<file path="config.mk">
export PLATFORM = sky130hd
export DESIGN_NAME = rpsc_on_sequencer
export DESIGN_NICKNAME = d
export VERILOG_FILES = /design/src/rtl/rpsc_on_sequencer.sv
export SDC_FILE = /design/constraint.sdc
export NUM_CORES = 1
export LEC_CHECK = 0
export CAP_MARGIN = 30
export CORE_MARGIN = 3
export CORE_UTILIZATION = 55
export DETAILED_ROUTE_END_ITERATION = 12
export PLACE_DENSITY = 0.89
export SETUP_SLACK_MARGIN = 0.15
export SYNTH_ARGS = -nofsm -noshare
export SYNTH_HDL_FRONTEND = slang
export SYNTH_SLANG_ARGS = --single-unit
</file>
<file path="constraint.sdc">
create_clock -name clk -period 6.8 [get_ports clk]
set_clock_uncertainty 0.2 [all_clocks]
set_input_delay 1.36 -clock clk [delete_from_list [all_inputs] [get_ports clk]]
set_output_delay 1.36 -clock clk [all_outputs]
set_load 0.02 [all_outputs]
</file>
<file path="src/rtl/rpsc_on_sequencer.sv">
// -----------------------------------------------------------------------------
// rpsc_on_sequencer
//   Four-stage power-on sequencer (FAN, CA, G1, Anode). Stages are enabled
//   strictly in order 0..3. Each enable waits for its supply feedback, then
//   dwells for a settle period before the next stage is considered. Dropping a
//   request ramps the stages down highest first, one per settle period. A lost
//   permissive, a lost feedback or a feedback timeout trips the sequencer into
//   FAULT, which is left only by fault_clr with all requests low.
//
// Parameters
//   TIMEOUT_CYC  max cycles a new stage may wait for feedback (1 .. 2^CNT_W-1)
//   SETTLE_CYC   dwell after confirmation / per ramp-down step (1 .. 2^CNT_W-1)
//   CNT_W        timer width
//
// Ports
//   clk          system clock, rising edge
//   reset        asynchronous reset, active low
//   req[3:0]     latched ON requests   (bit0 FAN, bit1 CA, bit2 G1, bit3 Anode)
//   perm[3:0]    latched ON permissives
//   fb[3:0]      supply-confirmed feedback
//   fault_clr    fault acknowledge, level sensitive
//   LA_Test      lamp test, only when RPSC_SEQ_LA_TEST_EN is defined
//   en[3:0]      registered stage enables
//   level[2:0]   stages enabled or being enabled (0..4)
//   ready        all four stages up and holding
//   seq_fault    sequencer in FAULT (or lamp test active)
//   fault_code   0 none, 1 permissive lost, 2 feedback lost, 3 timeout
//   fault_stage  lowest offending stage index
//
// Build option
//   RPSC_SEQ_LA_TEST_EN  adds LA_Test; while high seq_fault reads 1 without
//                        touching state, enables or fault_code.
// -----------------------------------------------------------------------------
module rpsc_on_sequencer #(
  parameter int TIMEOUT_CYC = 1000,
  parameter int SETTLE_CYC  = 100,
  parameter int CNT_W       = 16
) (
  input  logic       clk,
  input  logic       reset,
  input  logic [3:0] req,
  input  logic [3:0] perm,
  input  logic [3:0] fb,
  input  logic       fault_clr,
`ifdef RPSC_SEQ_LA_TEST_EN
  input  logic       LA_Test,
`endif
  output logic [3:0] en,
  output logic [2:0] level,
  output logic       ready,
  output logic       seq_fault,
  output logic [1:0] fault_code,
  output logic [1:0] fault_stage
);

  typedef enum logic [2:0] {
    S_IDLE   = 3'd0,
    S_WAIT   = 3'd1,
    S_SETTLE = 3'd2,
    S_HOLD   = 3'd3,
    S_DOWN   = 3'd4,
    S_FAULT  = 3'd5
  } state_t;

  localparam logic [CNT_W-1:0] LP_TO_LAST = CNT_W'(TIMEOUT_CYC - 1);
  localparam logic [CNT_W-1:0] LP_ST_LAST = CNT_W'(SETTLE_CYC - 1);

  state_t           r_state;
  logic [3:0]       r_en;
  logic [2:0]       r_level;
  logic             r_ready;
  logic             r_fault;
  logic [1:0]       r_fault_code;
  logic [1:0]       r_fault_stage;
  logic [CNT_W-1:0] r_timer;

  logic [2:0]       w_lvl_m1;
  logic [2:0]       w_lvl_m2;
  logic [1:0]       w_cur;      // highest enabled stage (level-1)
  logic [1:0]       w_prev;     // stage below it (level-2)
  logic [1:0]       w_nxt;      // next stage to enable (level)
  logic [3:0]       w_confirmed;
  logic [3:0]       w_perm_lost;
  logic [3:0]       w_fb_lost;
  logic             w_timeout;
  logic             w_trip;
  logic [1:0]       w_trip_code;
  logic [1:0]       w_trip_stage;
  logic             w_drop_cur;
  logic             w_drop_below;
  logic             w_timer_sat;

  function automatic logic [1:0] f_lowest(input logic [3:0] v);
    if (v[0])      return 2'd0;
    else if (v[1]) return 2'd1;
    else if (v[2]) return 2'd2;
    else           return 2'd3;
  endfunction

  // Mask of stages 0..k-1.
  function automatic logic [3:0] f_below(input logic [2:0] k);
    case (k)
      3'd0:    return 4'b0000;
      3'd1:    return 4'b0001;
      3'd2:    return 4'b0011;
      3'd3:    return 4'b0111;
      default: return 4'b1111;
    endcase
  endfunction

  always_comb begin
    w_lvl_m1 = r_level - 3'd1;
    w_lvl_m2 = r_level - 3'd2;
    w_cur    = w_lvl_m1[1:0];
    w_prev   = w_lvl_m2[1:0];
    w_nxt    = r_level[1:0];

    // In WAIT the newest stage is not confirmed yet; everywhere else every
    // set enable has already seen its feedback.
    w_confirmed = 4'b0000;
    case (r_state)
      S_WAIT:                   w_confirmed = r_en & ~(4'b0001 << w_cur);
      S_SETTLE, S_HOLD, S_DOWN: w_confirmed = r_en;
      default:                  w_confirmed = 4'b0000;
    endcase

    w_perm_lost = r_en & ~perm;
    w_fb_lost   = w_confirmed & ~fb;
    w_timeout   = (r_state == S_WAIT) && !fb[w_cur] && (r_timer >= LP_TO_LAST);

    w_trip       = 1'b0;
    w_trip_code  = 2'd0;
    w_trip_stage = 2'd0;
    if (|w_perm_lost) begin
      w_trip       = 1'b1;
      w_trip_code  = 2'd1;
      w_trip_stage = f_lowest(w_perm_lost);
    end else if (|w_fb_lost) begin
      w_trip       = 1'b1;
      w_trip_code  = 2'd2;
      w_trip_stage = f_lowest(w_fb_lost);
    end else if (w_timeout) begin
      w_trip       = 1'b1;
      w_trip_code  = 2'd3;
      w_trip_stage = w_cur;
    end

    w_drop_cur   = |(f_below(r_level)  & ~req);
    w_drop_below = |(f_below(w_lvl_m1) & ~req);
    w_timer_sat  = &r_timer;
  end

  always_ff @(posedge clk or negedge reset) begin
    if (!reset) begin
      r_state       <= S_IDLE;
      r_en          <= 4'b0000;
      r_level       <= 3'd0;
      r_ready       <= 1'b0;
      r_fault       <= 1'b0;
      r_fault_code  <= 2'd0;
      r_fault_stage <= 2'd0;
      r_timer       <= '0;
    end else begin
      r_ready <= 1'b0;
      if (w_trip) begin
        // A trip wins over any advance or ramp-down decided this cycle.
        r_state       <= S_FAULT;
        r_en          <= 4'b0000;
        r_level       <= 3'd0;
        r_fault       <= 1'b1;
        r_fault_code  <= w_trip_code;
        r_fault_stage <= w_trip_stage;
        r_timer       <= '0;
      end else begin
        case (r_state)
          S_IDLE, S_HOLD: begin
            if ((r_level != 3'd0) && w_drop_cur) begin
              r_state     <= S_DOWN;
              r_en[w_cur] <= 1'b0;
              r_timer     <= '0;
            end else if ((r_level < 3'd4) && req[w_nxt] && perm[w_nxt]) begin
              r_state     <= S_WAIT;
              r_level     <= r_level + 3'd1;
              r_en[w_nxt] <= 1'b1;
              r_timer     <= '0;
            end else begin
              r_ready <= (r_level == 3'd4);
            end
          end
          S_WAIT: begin
            if (fb[w_cur]) begin
              r_state <= S_SETTLE;
              r_timer <= '0;
            end else if (!w_timer_sat) begin
              r_timer <= r_timer + 1'b1;
            end
          end
          S_SETTLE: begin
            if (r_timer >= LP_ST_LAST) begin
              r_state <= S_HOLD;
              r_timer <= '0;
              r_ready <= (r_level == 3'd4);
            end else if (!w_timer_sat) begin
              r_timer <= r_timer + 1'b1;
            end
          end
          S_DOWN: begin
            if (r_timer >= LP_ST_LAST) begin
              r_level <= w_lvl_m1;
              r_timer <= '0;
              // Chain straight into the next step so each stage drops one
              // settle period after the previous one.
              if ((w_lvl_m1 != 3'd0) && w_drop_below) begin
                r_en[w_prev] <= 1'b0;
              end else begin
                r_state <= (w_lvl_m1 == 3'd0) ? S_IDLE : S_HOLD;
              end
            end else if (!w_timer_sat) begin
              r_timer <= r_timer + 1'b1;
            end
          end
          S_FAULT: begin
            if (fault_clr && (req == 4'b0000)) begin
              r_state       <= S_IDLE;
              r_fault       <= 1'b0;
              r_fault_code  <= 2'd0;
              r_fault_stage <= 2'd0;
            end
          end
          default: begin
            r_state <= S_IDLE;
            r_en    <= 4'b0000;
            r_level <= 3'd0;
            r_timer <= '0;
          end
        endcase
      end
    end
  end

  assign en          = r_en;
  assign level       = r_level;
  assign ready       = r_ready;
  assign fault_code  = r_fault_code;
  assign fault_stage = r_fault_stage;
`ifdef RPSC_SEQ_LA_TEST_EN
  assign seq_fault   = r_fault | LA_Test;
`else
  assign seq_fault   = r_fault;
`endif

endmodule

</file>
==> summary.txt, run 1 <==
======================================================================================
Height of the chip                                                             71.7 um
Worst Setup EP                                                              r_timer[3]
Sequence of cells on the critical path                                    clkdlybuf4s50_1 > a21boi_1 > o41ai_2 > nor2_1 > o31ai_1 > buf_2 > o21ai_0 > a21oi_1
Total wire length after detailed routing                                       6250 um
Synth Flop Type                                                           sky130_fd_sc_hd__dfrtp_1
DRC violations left                                                                  0
Number of buffers inserted during clock tree synthesis                               5
Minimum setup slack in the final design                                        2.75 ns
Core area                                                                    4090 um^2
Final worst-path cycle share                                                     59.6%
Weighted congestion reported at the end of routability-driven placement          0.950
Crit path required time                                                        6.81 ns
Vias in the first global route                                                    2153
Kind of end point of the critical path                                        register
Result of the run                                                         finished, final reports clean
Row cnt                                                                             23
Clock latency of the later-clocked register in the worst-skew pair             0.29 ns
Worst slew margin relative to its limit                                          44.8%
Clock tree from TritonCTS                                                         done
Worst reg2reg path startpoint                                                 level[0]
Top-level port count                                                                28
Cell with the biggest individual delay on the critical path               sky130_fd_sc_hd__o31ai_1
Worst vdd ir                                                                0.000308 V
Number of antenna violations at the first check in global routing                    0
Relative contribution of combinational cells to total power                      63.7%
Power Internal                                                                  646 uW
Total grt overflow                                                                   0
Cell total after placement                                                         343
Time the final worst path needs with I/O delays and setup                      4.05 ns
Cell count of the worst reg-to-reg path                                              9
Initial Utilization                                                              58.1%
Sinks on Clock Net                                                                  32
Number of port buffers                                                              27
Pins over their slew limit                                                           0
Layout cells sized above 1                                                       7.31%
Area added between synthesis and finish                                          16.7%
GRT Resource Usage Total                                                         25.8%
Post-route ant nets                                                                  0
Placement-stage worst setup slack                                              2.51 ns
End of the worst register-to-register path                                  r_timer[3]
Wire length of the first global-routing pass                                  10500 um
Largest net degree at the start of global routing                                   33
Die boundary width                                                             71.7 um
NetSw                                                                           660 uW
Transition time at the pin with the least slew margin                         0.816 ns
Total setup violations reported at the end of the flow                               0
Die Footprint                                                                5140 um^2
Final non-filler cell total                                                        351
Number of resized instances in the post-cts repair step                              0
Critical path startpoint category                                            input pin
Number of warning messages in the yosys log                                          0
Startpoint of the worst setup timing path                                       req[0]
Sequential share of the synthesized area                                         33.8%
Startpoint-to-endpoint class of the critical path                               in2reg
Library cells used by synthesis                                                     59
Path type of the worst min-delay path                                          reg2reg
Fillers                                                                            342
WL/cell                                                                        17.8 um
DRC marker count from the first detailed-route iteration                           373
Avg Inst Size Synth                                                          8.69 um^2
Number of hold-repair buffers added at the cts stage                                 0
Crit. path cell count                                                                8
Number of enable-type register cells in the synthesized netlist                      0
Vias per cell                                                                     6.81
Peak fanout along the critical path                                                 10
RSZ-0062 raised after global routing                                             false
Static leakage                                                              0.00112 uW
Number of nets in the final layout                                                 326
Slowest cell delay on critical path                                            0.69 ns
Critical path's top delay family                                          compound AO/OA/AOI/OAI gates
Power share of the clock group                                                   11.8%
Max-Cap Viols                                                                        0
Post-CTS setup repair buffer count                                                   0
Max Freq                                                                     0.247 GHz
Number of cells produced by synthesis                                              273
Switching Fraction                                                               50.5%
Sequential fraction of design power                                              24.5%
Placed wire-length estimate after detailed placement                           4590 um
Number of H-tree levels                                                              2
Total iterations of the first detailed-routing run                                   6
Critical path data arrival time                                                4.06 ns
Root buffer cell                                                          sky130_fd_sc_hd__clkbuf_8
Number of hold-slack violations in the final timing report                           0
Synthesized Nets                                                                   299
Area of the mapped netlist                                                   2370 um^2
Accumulated negative setup slack                                                  0 ns
DR vias                                                                           2389
Number of buffer and inverter instances along the worst setup path                   2
Flops & latches, synth                                                              32
Number of diodes added for antenna fixing                                            0
Max Buffers Root-to-Sink                                                             2
FFs w/ async S/R, synth                                                           100%
Clock-pin slew on the worst setup and hold paths                               0.07 ns
Reg2Reg Setup Slack                                                            3.31 ns
Cell area power density                                                    472 nW/um^2
======================================================================================
[through the flow]
stage	utilization [%]	total power [uW]	hold slack (ns)	instance area, um^2
5_1_grt	67.8	1410	0.337	2770
3_5_place_dp	65.5	1130	0.271	2680
2_1_floorplan	-	907	0.292	2370
4_1_cts	67.8	1290	0.295	2770
3_3_place_gp	65.3	1100	0.267	2670
6_report	67.8	1310	0.289	2770
[layout make-up]
cell class	count	area, um^2	share of cell area, %
multi-input combinational	219	1470	53.2
timing repair buffer	31	298	10.8
tap	50	62.6	2.26
inverter	11	41.3	1.49
clock buffer	7	86.3	3.12
clock inverter	1	7.51	0.271
sequential	32	801	28.9
[cell usage after synthesis (all sizes together) (4+ instances only)]
cell | instances | area [um^2]
a21oi | 32 | 160
dfrtp | 32 | 801
nor2 | 24 | 90.1
nand2 | 18 | 67.6
o21ai | 18 | 90.1
ha | 11 | 138
inv | 11 | 41.3
a211oi | 10 | 80.1
nand2b | 9 | 56.3
a31oi | 8 | 56.3
nor2b | 7 | 43.8
a32o | 6 | 60.1
buf | 6 | 38.8
nor3 | 6 | 30.0
and3 | 5 | 31.3
clkbuf | 5 | 18.8
nand3 | 5 | 25.0
nor4 | 5 | 37.5
or3 | 4 | 25.0
[metal layers]
metal	vias up	wire (um)	track usage, %
met5	-	0	0
met4	0	122	8.14
met3	18	600	5.75
met2	144	2760	36.2
met1	1117	2770	39.1
li1	1110	-	-
[registers in the layout, indices dropped and copies added, names as in the netlist]
signal	count
ready	1
r_timer	16
seq_fault	1
en	4
level	3
fault_code	2
r_state	3
fault_stage	2
[power groups by stage]
stage | Clock [uW] | Sequential, uW | Combinational (uW)
global placement | 0 | 319 | 781
detailed placement | 0 | 320 | 807
finish | 155 | 320 | 832
floorplan | 0 | 325 | 583
CTS | 158 | 317 | 814
global route | 167 | 331 | 907
[worst reg2reg max path: stages, from the launching register on]
cell and delay (ns):
sky130_fd_sc_hd__dfrtp_1 0.50, sky130_fd_sc_hd__ha_1 0.31, sky130_fd_sc_hd__ha_1 0.21, sky130_fd_sc_hd__or2_1 0.26, sky130_fd_sc_hd__o41ai_2 0.46, sky130_fd_sc_hd__nor2_1 0.26
sky130_fd_sc_hd__o31ai_1 0.69, sky130_fd_sc_hd__buf_2 0.28, sky130_fd_sc_hd__o21ai_0 0.10, sky130_fd_sc_hd__a21oi_1 0.13
[logic make-up after synthesis]
group                      share of synthesized area (%)
DFF                                                 33.8
adders and majority gates                           5.80
AOI/OAI and AO/OA                                   31.5
muxes                                               2.37
buffers and inverters                               4.17
and+or+nand+nor                                     22.4
[worst min path at each step]
stage                startpoint     endpoint  slack, ns  cells after the start
floorplan           r_timer[15]  r_timer[15]       0.29                      1
global placement      seq_fault    seq_fault       0.27                      2
detailed placement    seq_fault    seq_fault       0.27                      2
CTS                   seq_fault    seq_fault       0.29                      2
global route          seq_fault    seq_fault       0.34                      2
finish                seq_fault    seq_fault       0.29                      2
[layout by cell type, fill, tap and decap left out, types with 9 or more instances in the layout]
master                            count
sky130_fd_sc_hd__nand2b_1             9
sky130_fd_sc_hd__o21ai_0             18
sky130_fd_sc_hd__nor2_1              24
sky130_fd_sc_hd__nand2_1             18
sky130_fd_sc_hd__dfrtp_1             32
sky130_fd_sc_hd__inv_1               11
sky130_fd_sc_hd__clkdlybuf4s50_1     27
sky130_fd_sc_hd__a211oi_1             9
sky130_fd_sc_hd__ha_1                11
sky130_fd_sc_hd__a21oi_1             32
No activity file was read; power rests on OpenSTA's default activity.
==> run 2: changes to the inputs <==
--- a/config.mk
+++ b/config.mk
@@ -7,9 +7,9 @@
 export LEC_CHECK = 0
 export CAP_MARGIN = 30
 export CORE_MARGIN = 3
-export CORE_UTILIZATION = 55
+export CORE_UTILIZATION = 51
 export DETAILED_ROUTE_END_ITERATION = 12
-export PLACE_DENSITY = 0.89
+export PLACE_DENSITY = 0.87
 export SETUP_SLACK_MARGIN = 0.15
 export SYNTH_ARGS = -nofsm -noshare
 export SYNTH_HDL_FRONTEND = slang
==> constraint.sdc (replaced) <==
create_clock -name clk -period 3.65 [get_ports clk]
set_clock_uncertainty 0.2 [all_clocks]
set_input_delay 0.73 -clock clk [delete_from_list [all_inputs] [get_ports clk]]
set_output_delay 0.73 -clock clk [all_outputs]
set_load 0.02 [all_outputs]
==> run 2 against run 1 <==
Compared with the run above: routed wire length grew 7.5%; largest cell class unchanged; die area rose by 7.2%; via count is 2.0% higher; combinational power increased by 100%; global-route usage is 0.10 points lower; critical path depth stayed put; non-clock buffer count up 8; highest routed layer unchanged.
==> summary.txt, run 2 (synthesis results as in run 1) <==
======================================================================================
Time the final worst path needs with I/O delays and setup                      3.23 ns
Area added between synthesis and finish                                          19.2%   was 16.7%
Number of nets in the final layout                                                 334   was 326
Initial Utilization                                                              53.7%   was 58.1%
Worst vdd ir                                                                0.000542 V   was 0.000308 V
Number of resized instances in the post-cts repair step                              0   unchanged
Kind of end point of the critical path                                        register   unchanged
Worst slew margin relative to its limit                                          46.7%   was 44.8%
Accumulated negative setup slack                                                  0 ns   unchanged
Die Footprint                                                                5510 um^2   was 5140 um^2
Total wire length after detailed routing                                       6720 um   was 6250 um
Most frequent cells in the layout                                         sky130_fd_sc_hd__a21oi_1, sky130_fd_sc_hd__dfrtp_1, sky130_fd_sc_hd__clkdlybuf4s50_1   unchanged
Multi-input logic area                                                       1470 um^2   unchanged
Largest net degree at the start of global routing                                   33   unchanged
Final non-filler cell total                                                        361   was 351
Sinks on Clock Net                                                                  32   unchanged
Min-delay src                                                                seq_fault   unchanged
Hold path depth                                                                      2   unchanged
Row cnt                                                                             24   was 23
Number of buffer and inverter instances along the worst setup path                   1   was 2
Static leakage                                                              0.00117 uW   was 0.00112 uW
Wire length of the first global-routing pass                                  10900 um   was 10500 um
Top-level port count                                                                28   unchanged
Weighted congestion reported at the end of routability-driven placement           1.04   was 0.950
Die boundary width                                                             74.2 um   was 71.7 um
Vias in the first global route                                                    2286   was 2153
Max Freq                                                                     0.310 GHz
WL/cell                                                                        18.6 um   was 17.8 um
DRC marker count from the first detailed-route iteration                           345   was 373
Post-route ant nets                                                                  0   unchanged
Clock tree from TritonCTS                                                         done   unchanged
Core area                                                                    4410 um^2   was 4090 um^2
Sequence of cells on the critical path                                    inv_1 > ha_1 > nor3_1 > o41ai_2 > nor2_1 > o31a_1 > nand3_1 > a221oi_1   was clkdlybuf4s50_1 > a21boi_1 > o41ai_2 > nor2_1 > o31ai_1 > buf_2 > o21ai_0 > a21oi_1
Reg2Reg Setup Slack                                                            0.42 ns   was 3.31 ns
Transition time at the pin with the least slew margin                         0.788 ns   was 0.816 ns
Max reg flops                                                                       16   unchanged
Max-Cap Viols                                                                        0   unchanged
Critical path's top delay family                                          compound AO/OA/AOI/OAI gates   unchanged
DRC violations left                                                                  0   unchanged
Pins over their slew limit                                                           0   unchanged
Fillers                                                                            363   was 342
Hold Path Sink                                                               seq_fault   unchanged
Critical path startpoint category                                             register   was input pin
Total grt overflow                                                                   0   unchanged
Number of diodes added for antenna fixing                                            0   unchanged
Total setup violations reported at the end of the flow                               0   unchanged
Number of port buffers                                                              27   unchanged
Cell total after placement                                                         353   was 343
Vias per cell                                                                     6.75   was 6.81
Number of hold-slack violations in the final timing report                           0   unchanged
Peak fanout along the critical path                                                 11   was 10
Placed wire-length estimate after detailed placement                           5000 um   was 4590 um
Critical path data arrival time                                                3.22 ns   was 4.06 ns
GRT Resource Usage Total                                                         25.6%   was 25.8%
Area occupied by registers                                                    801 um^2   unchanged
Clock-pin slew on the worst setup and hold paths                               0.08 ns   was 0.07 ns
Number of hold-repair buffers added at the cts stage                                 0   unchanged
Path type of the worst min-delay path                                          reg2reg   unchanged
Slowest cell delay on critical path                                            0.54 ns   was 0.69 ns
Cell with the biggest individual delay on the critical path               sky130_fd_sc_hd__dfrtp_1   was sky130_fd_sc_hd__o31ai_1
End of the worst register-to-register path                                 r_timer[11]   was r_timer[3]
Final worst-path cycle share                                                     88.5%
Result of the run                                                         finished, final reports clean   unchanged
Height of the chip                                                             74.2 um   was 71.7 um
Worst reg2reg path startpoint                                                 level[0]   unchanged
Final core occ                                                                   64.1%   was 67.8%
Cell area power density                                                    902 nW/um^2   was 472 nW/um^2
Register with the most flip-flops                                              r_timer   unchanged
Clock latency of the later-clocked register in the worst-skew pair             0.29 ns   about the same
Crit path required time                                                        3.64 ns   was 6.81 ns
Number of buffers inserted during clock tree synthesis                               5   unchanged
Cell count of the worst reg-to-reg path                                              8   was 9
Startpoint-to-endpoint class of the critical path                              reg2reg   was in2reg
Max Buffers Root-to-Sink                                                             2   unchanged
DR vias                                                                           2437   was 2389
Number of antenna violations at the first check in global routing                    0   unchanged
Total iterations of the first detailed-routing run                                   5   was 6
Root buffer cell                                                          sky130_fd_sc_hd__clkbuf_8   unchanged
Number of H-tree levels                                                              2   unchanged
Layout cells sized above 1                                                       10.0%   was 7.31%
Power Total                                                                    2550 uW   was 1310 uW
Post-CTS setup repair buffer count                                                   0   unchanged
RSZ-0062 raised after global routing                                             false   unchanged
======================================================================================
run 2: how the worst max path moves through the flow:
| stage | from | end | slack, ns | depth (start not counted) |
|---|---|---|---|---|
| after floorplan | level[0] | level[0] | 0.75 | 8 |
| after global placement | req[0] | level[0] | 0.33 | 7 |
| after detailed placement | req[0] | r_state[1] | 0.25 | 7 |
| after CTS | level[0] | r_state[1] | 0.49 | 8 |
| after global routing | level[0] | r_timer[11] | 0.22 | 8 |
| final | level[0] | r_timer[11] | 0.42 | 8 |
run 2: layout make-up:
class                           count  share of cell area [%]
Multi-Input combinational cell    219                    52.1
Sequential cell                    32                    28.3
Timing Repair Buffer               39                    12.7
Clock buffer                        5                    2.43
Tap cell                           52                    2.30
Inverter                           11                    1.46
Clock inverter                      3                   0.664
run 2: stage by stage:
stage                     setup WS (ns)  area [um^2]  hold WS [ns]
after floorplan                   0.748         2370         0.234
after global placement            0.332         2740         0.265
after detailed placement          0.252         2740         0.267
after CTS                         0.487         2830         0.289
after global routing              0.218         2830         0.334
final                             0.419         2830         0.288
run 2: power breakdown:
part / internal (uW) / switching, uW / total [uW] / leakage, uW
Combinational: 683 / 1020 / 1700 / 0.000698
Clock: 133 / 148 / 281 / 0.0000479
Sequential: 447 / 121 / 569 / 0.000421
Total: 1260 / 1290 / 2550 / 0.00117
run 2: routing by layer:
layer / global-route usage (%) / vias up / share of wire (%)
met3: 6.89 / 24 / 8.6
met1: 36.1 / 1162 / 44
met2: 38.6 / 128 / 46
met5: 0 / - / 0
li1: - / 1123 / -
met4: 7.85 / 0 / 1.8
run 2: worst reg2reg max path, delay by kind of cell (launching register included):
| kind | cells | cell delay (ns) |
|---|---|---|
| flops | 1 | 0.54 |
| compound gates | 3 | 0.96 |
| buf+inv | 1 | 0.23 |
| fa+ha+maj | 1 | 0.33 |
| simple gates | 3 | 0.88 |
==> run 3: changes to the inputs <==
--- a/config.mk
+++ b/config.mk
@@ -7,9 +7,9 @@
 export LEC_CHECK = 0
 export CAP_MARGIN = 30
 export CORE_MARGIN = 3
-export CORE_UTILIZATION = 51
+export CORE_UTILIZATION = 50
 export DETAILED_ROUTE_END_ITERATION = 12
-export PLACE_DENSITY = 0.87
+export PLACE_DENSITY = 0.85
 export SETUP_SLACK_MARGIN = 0.15
 export SYNTH_ARGS = -nofsm -noshare
 export SYNTH_HDL_FRONTEND = slang
==> run 3 against run 2 <==
Compared with the run above: non-clock buffer count is 2 lower; largest power group unchanged; first-iteration DRC count is 17% higher; critical path type unchanged; critical endpoint is now r_timer[9]; sequential power is 3% higher; highest routed layer unchanged; flip-flop and latch count stayed put.
==> summary.txt, run 3 (synthesis results as in run 1) <==
======================================================================================
Result of the run                                                         finished, final reports clean   unchanged
Cell area power density                                                    888 nW/um^2   was 902 nW/um^2
Peak fanout along the critical path                                                 11   unchanged
Post-CTS setup repair buffer count                                                   0   unchanged
Number of H-tree levels                                                              2   unchanged
Vias per cell                                                                     6.79   was 6.75
Path type of the worst min-delay path                                          reg2reg   unchanged
Top-level port count                                                                28   unchanged
Most frequent cells in the layout                                         sky130_fd_sc_hd__a21oi_1, sky130_fd_sc_hd__dfrtp_1, sky130_fd_sc_hd__clkdlybuf4s50_1   unchanged
Height of the chip                                                             74.9 um   was 74.2 um
Max reg flops                                                                       16   unchanged
Total setup violations reported at the end of the flow                               0   unchanged
Worst vdd ir                                                                0.000652 V   was 0.000542 V
Pins over their slew limit                                                           0   unchanged
Core area                                                                    4470 um^2   was 4410 um^2
Clock tree from TritonCTS                                                         done   unchanged
Max-Cap Viols                                                                        0   unchanged
Sinks on Clock Net                                                                  32   unchanged
Max Freq                                                                     0.311 GHz   was 0.310 GHz
Placement-stage worst setup slack                                             0.197 ns   was 0.252 ns
DR vias                                                                           2439   was 2437
Reg2Reg Setup Slack                                                            0.43 ns   was 0.42 ns
GRT Resource Usage Total                                                         24.7%   was 25.6%
Number of antenna violations at the first check in global routing                    0   unchanged
Transition time at the pin with the least slew margin                         0.761 ns   was 0.788 ns
Initial Utilization                                                              53.0%   was 53.7%
Static leakage                                                              0.00116 uW   was 0.00117 uW
Post-route ant nets                                                                  0   unchanged
Die Footprint                                                                5610 um^2   was 5510 um^2
WL/cell                                                                        17.8 um   was 18.6 um
Total wire length after detailed routing                                       6370 um   was 6720 um
Startpoint of the worst setup timing path                                     level[0]   unchanged
Total iterations of the first detailed-routing run                                   5   unchanged
Weighted congestion reported at the end of routability-driven placement          0.958   was 1.04
Startpoint-to-endpoint class of the critical path                              reg2reg   unchanged
Final worst-path cycle share                                                     88.2%   was 88.5%
Number of hold-repair buffers added at the cts stage                                 0   unchanged
Root buffer cell                                                          sky130_fd_sc_hd__clkbuf_8   unchanged
Cell total after placement                                                         351   was 353
DRC violations left                                                                  0   unchanged
Die boundary width                                                             74.9 um   was 74.2 um
Area added between synthesis and finish                                          18.7%   was 19.2%
Time the final worst path needs with I/O delays and setup                      3.22 ns   was 3.23 ns
Largest net degree at the start of global routing                                   33   unchanged
Crit path required time                                                        3.66 ns   was 3.64 ns
RSZ-0062 raised after global routing                                             false   unchanged
Worst slew margin relative to its limit                                          48.5%   was 46.7%
Minimum setup slack in the final design                                       0.430 ns   was 0.419 ns
Kind of end point of the critical path                                        register   unchanged
Worst reg2reg path startpoint                                                 level[0]   unchanged
Number of hold-slack violations in the final timing report                           0   unchanged
Clock latency of the later-clocked register in the worst-skew pair             0.29 ns   about the same
Number of diodes added for antenna fixing                                            0   unchanged
Register with the most flip-flops                                              r_timer   unchanged
Number of buffers inserted during clock tree synthesis                               5   unchanged
Critical path data arrival time                                                3.23 ns   was 3.22 ns
Row cnt                                                                             24   unchanged
DRC marker count from the first detailed-route iteration                           403   was 345
Total grt overflow                                                                   0   unchanged
Final non-filler cell total                                                        359   was 361
Accumulated negative setup slack                                                  0 ns   unchanged
Vias in the first global route                                                    2164   was 2286
Max Buffers Root-to-Sink                                                             2   unchanged
Clock-pin slew on the worst setup and hold paths                               0.08 ns   about the same
Layout cells sized above 1                                                       9.77%   was 10.0%
Min-delay src                                                                seq_fault   unchanged
Placed wire-length estimate after detailed placement                           4670 um   was 5000 um
Number of nets in the final layout                                                 332   was 334
Critical path startpoint category                                             register   unchanged
Wire length of the first global-routing pass                                  10600 um   was 10900 um
Number of port buffers                                                              27   unchanged
======================================================================================
## run 3: changes by cell type in the layout (fill, tap and decap cells not counted), sizes merged
cell	previous run	this run
buf	12	10
## run 3: layout make-up
type / instances / area [um^2]
fill: 352 / 1660
multi-input combinational: 219 / 1480
sequential: 32 / 801
timing repair buffer: 37 / 345
clock buffer: 5 / 68.8
tap: 52 / 65.1
inverter: 11 / 41.3
clock inverter: 3 / 18.8
## run 3: worst max-delay path, cell delays in order, from the launching register on
cell                       delay, ns
sky130_fd_sc_hd__dfrtp_1        0.56
sky130_fd_sc_hd__inv_1          0.22
sky130_fd_sc_hd__ha_1           0.34
sky130_fd_sc_hd__nor3_1         0.32
sky130_fd_sc_hd__o41ai_2        0.16
sky130_fd_sc_hd__nor2_2         0.42
sky130_fd_sc_hd__o31a_1         0.51
sky130_fd_sc_hd__a41oi_1        0.19
sky130_fd_sc_hd__a211oi_1       0.23
## run 3: per-stage QoR
step / area, um^2 / hold WS [ns] / power, uW / utilization [%]
6_report: 2820 / 0.281 / 2500 / 62.9
3_3_place_gp: 2730 / 0.263 / 2150 / 60.9
2_1_floorplan: 2370 / 0.234 / 1690 / -
5_1_grt: 2820 / 0.316 / 2680 / 62.9
3_5_place_dp: 2730 / 0.275 / 2170 / 60.9
4_1_cts: 2810 / 0.287 / 2460 / 62.9
## run 3: worst paths after layout
check / endpoint / cells after the start
worst max-delay path: r_timer[9] / 8
worst min-delay path: seq_fault / 2
worst max register to register: r_timer[9] / 8
worst min register to register: seq_fault / 2
max in group asynchronous: en[1] / 2
min in group asynchronous: r_state[0] / 2
## run 3: report_power, final
group          leakage (uW)  internal [uW]  switching (uW)
sequential         0.000421            447             138
clock             0.0000479            133             148
combinational      0.000688            665             970
## run 3: repair_timing
action	in CTS	in global routing
setup endpoints to repair	0	7
endpoints found under the hold margin	0	0
gates resized for setup	0	1
## run 3: routing by layer
layer	GRT usage (%)	routed length (um)
met1	38.0	2910
met3	4.41	523
met5	0	0
met2	35.0	2830
met4	7.11	117
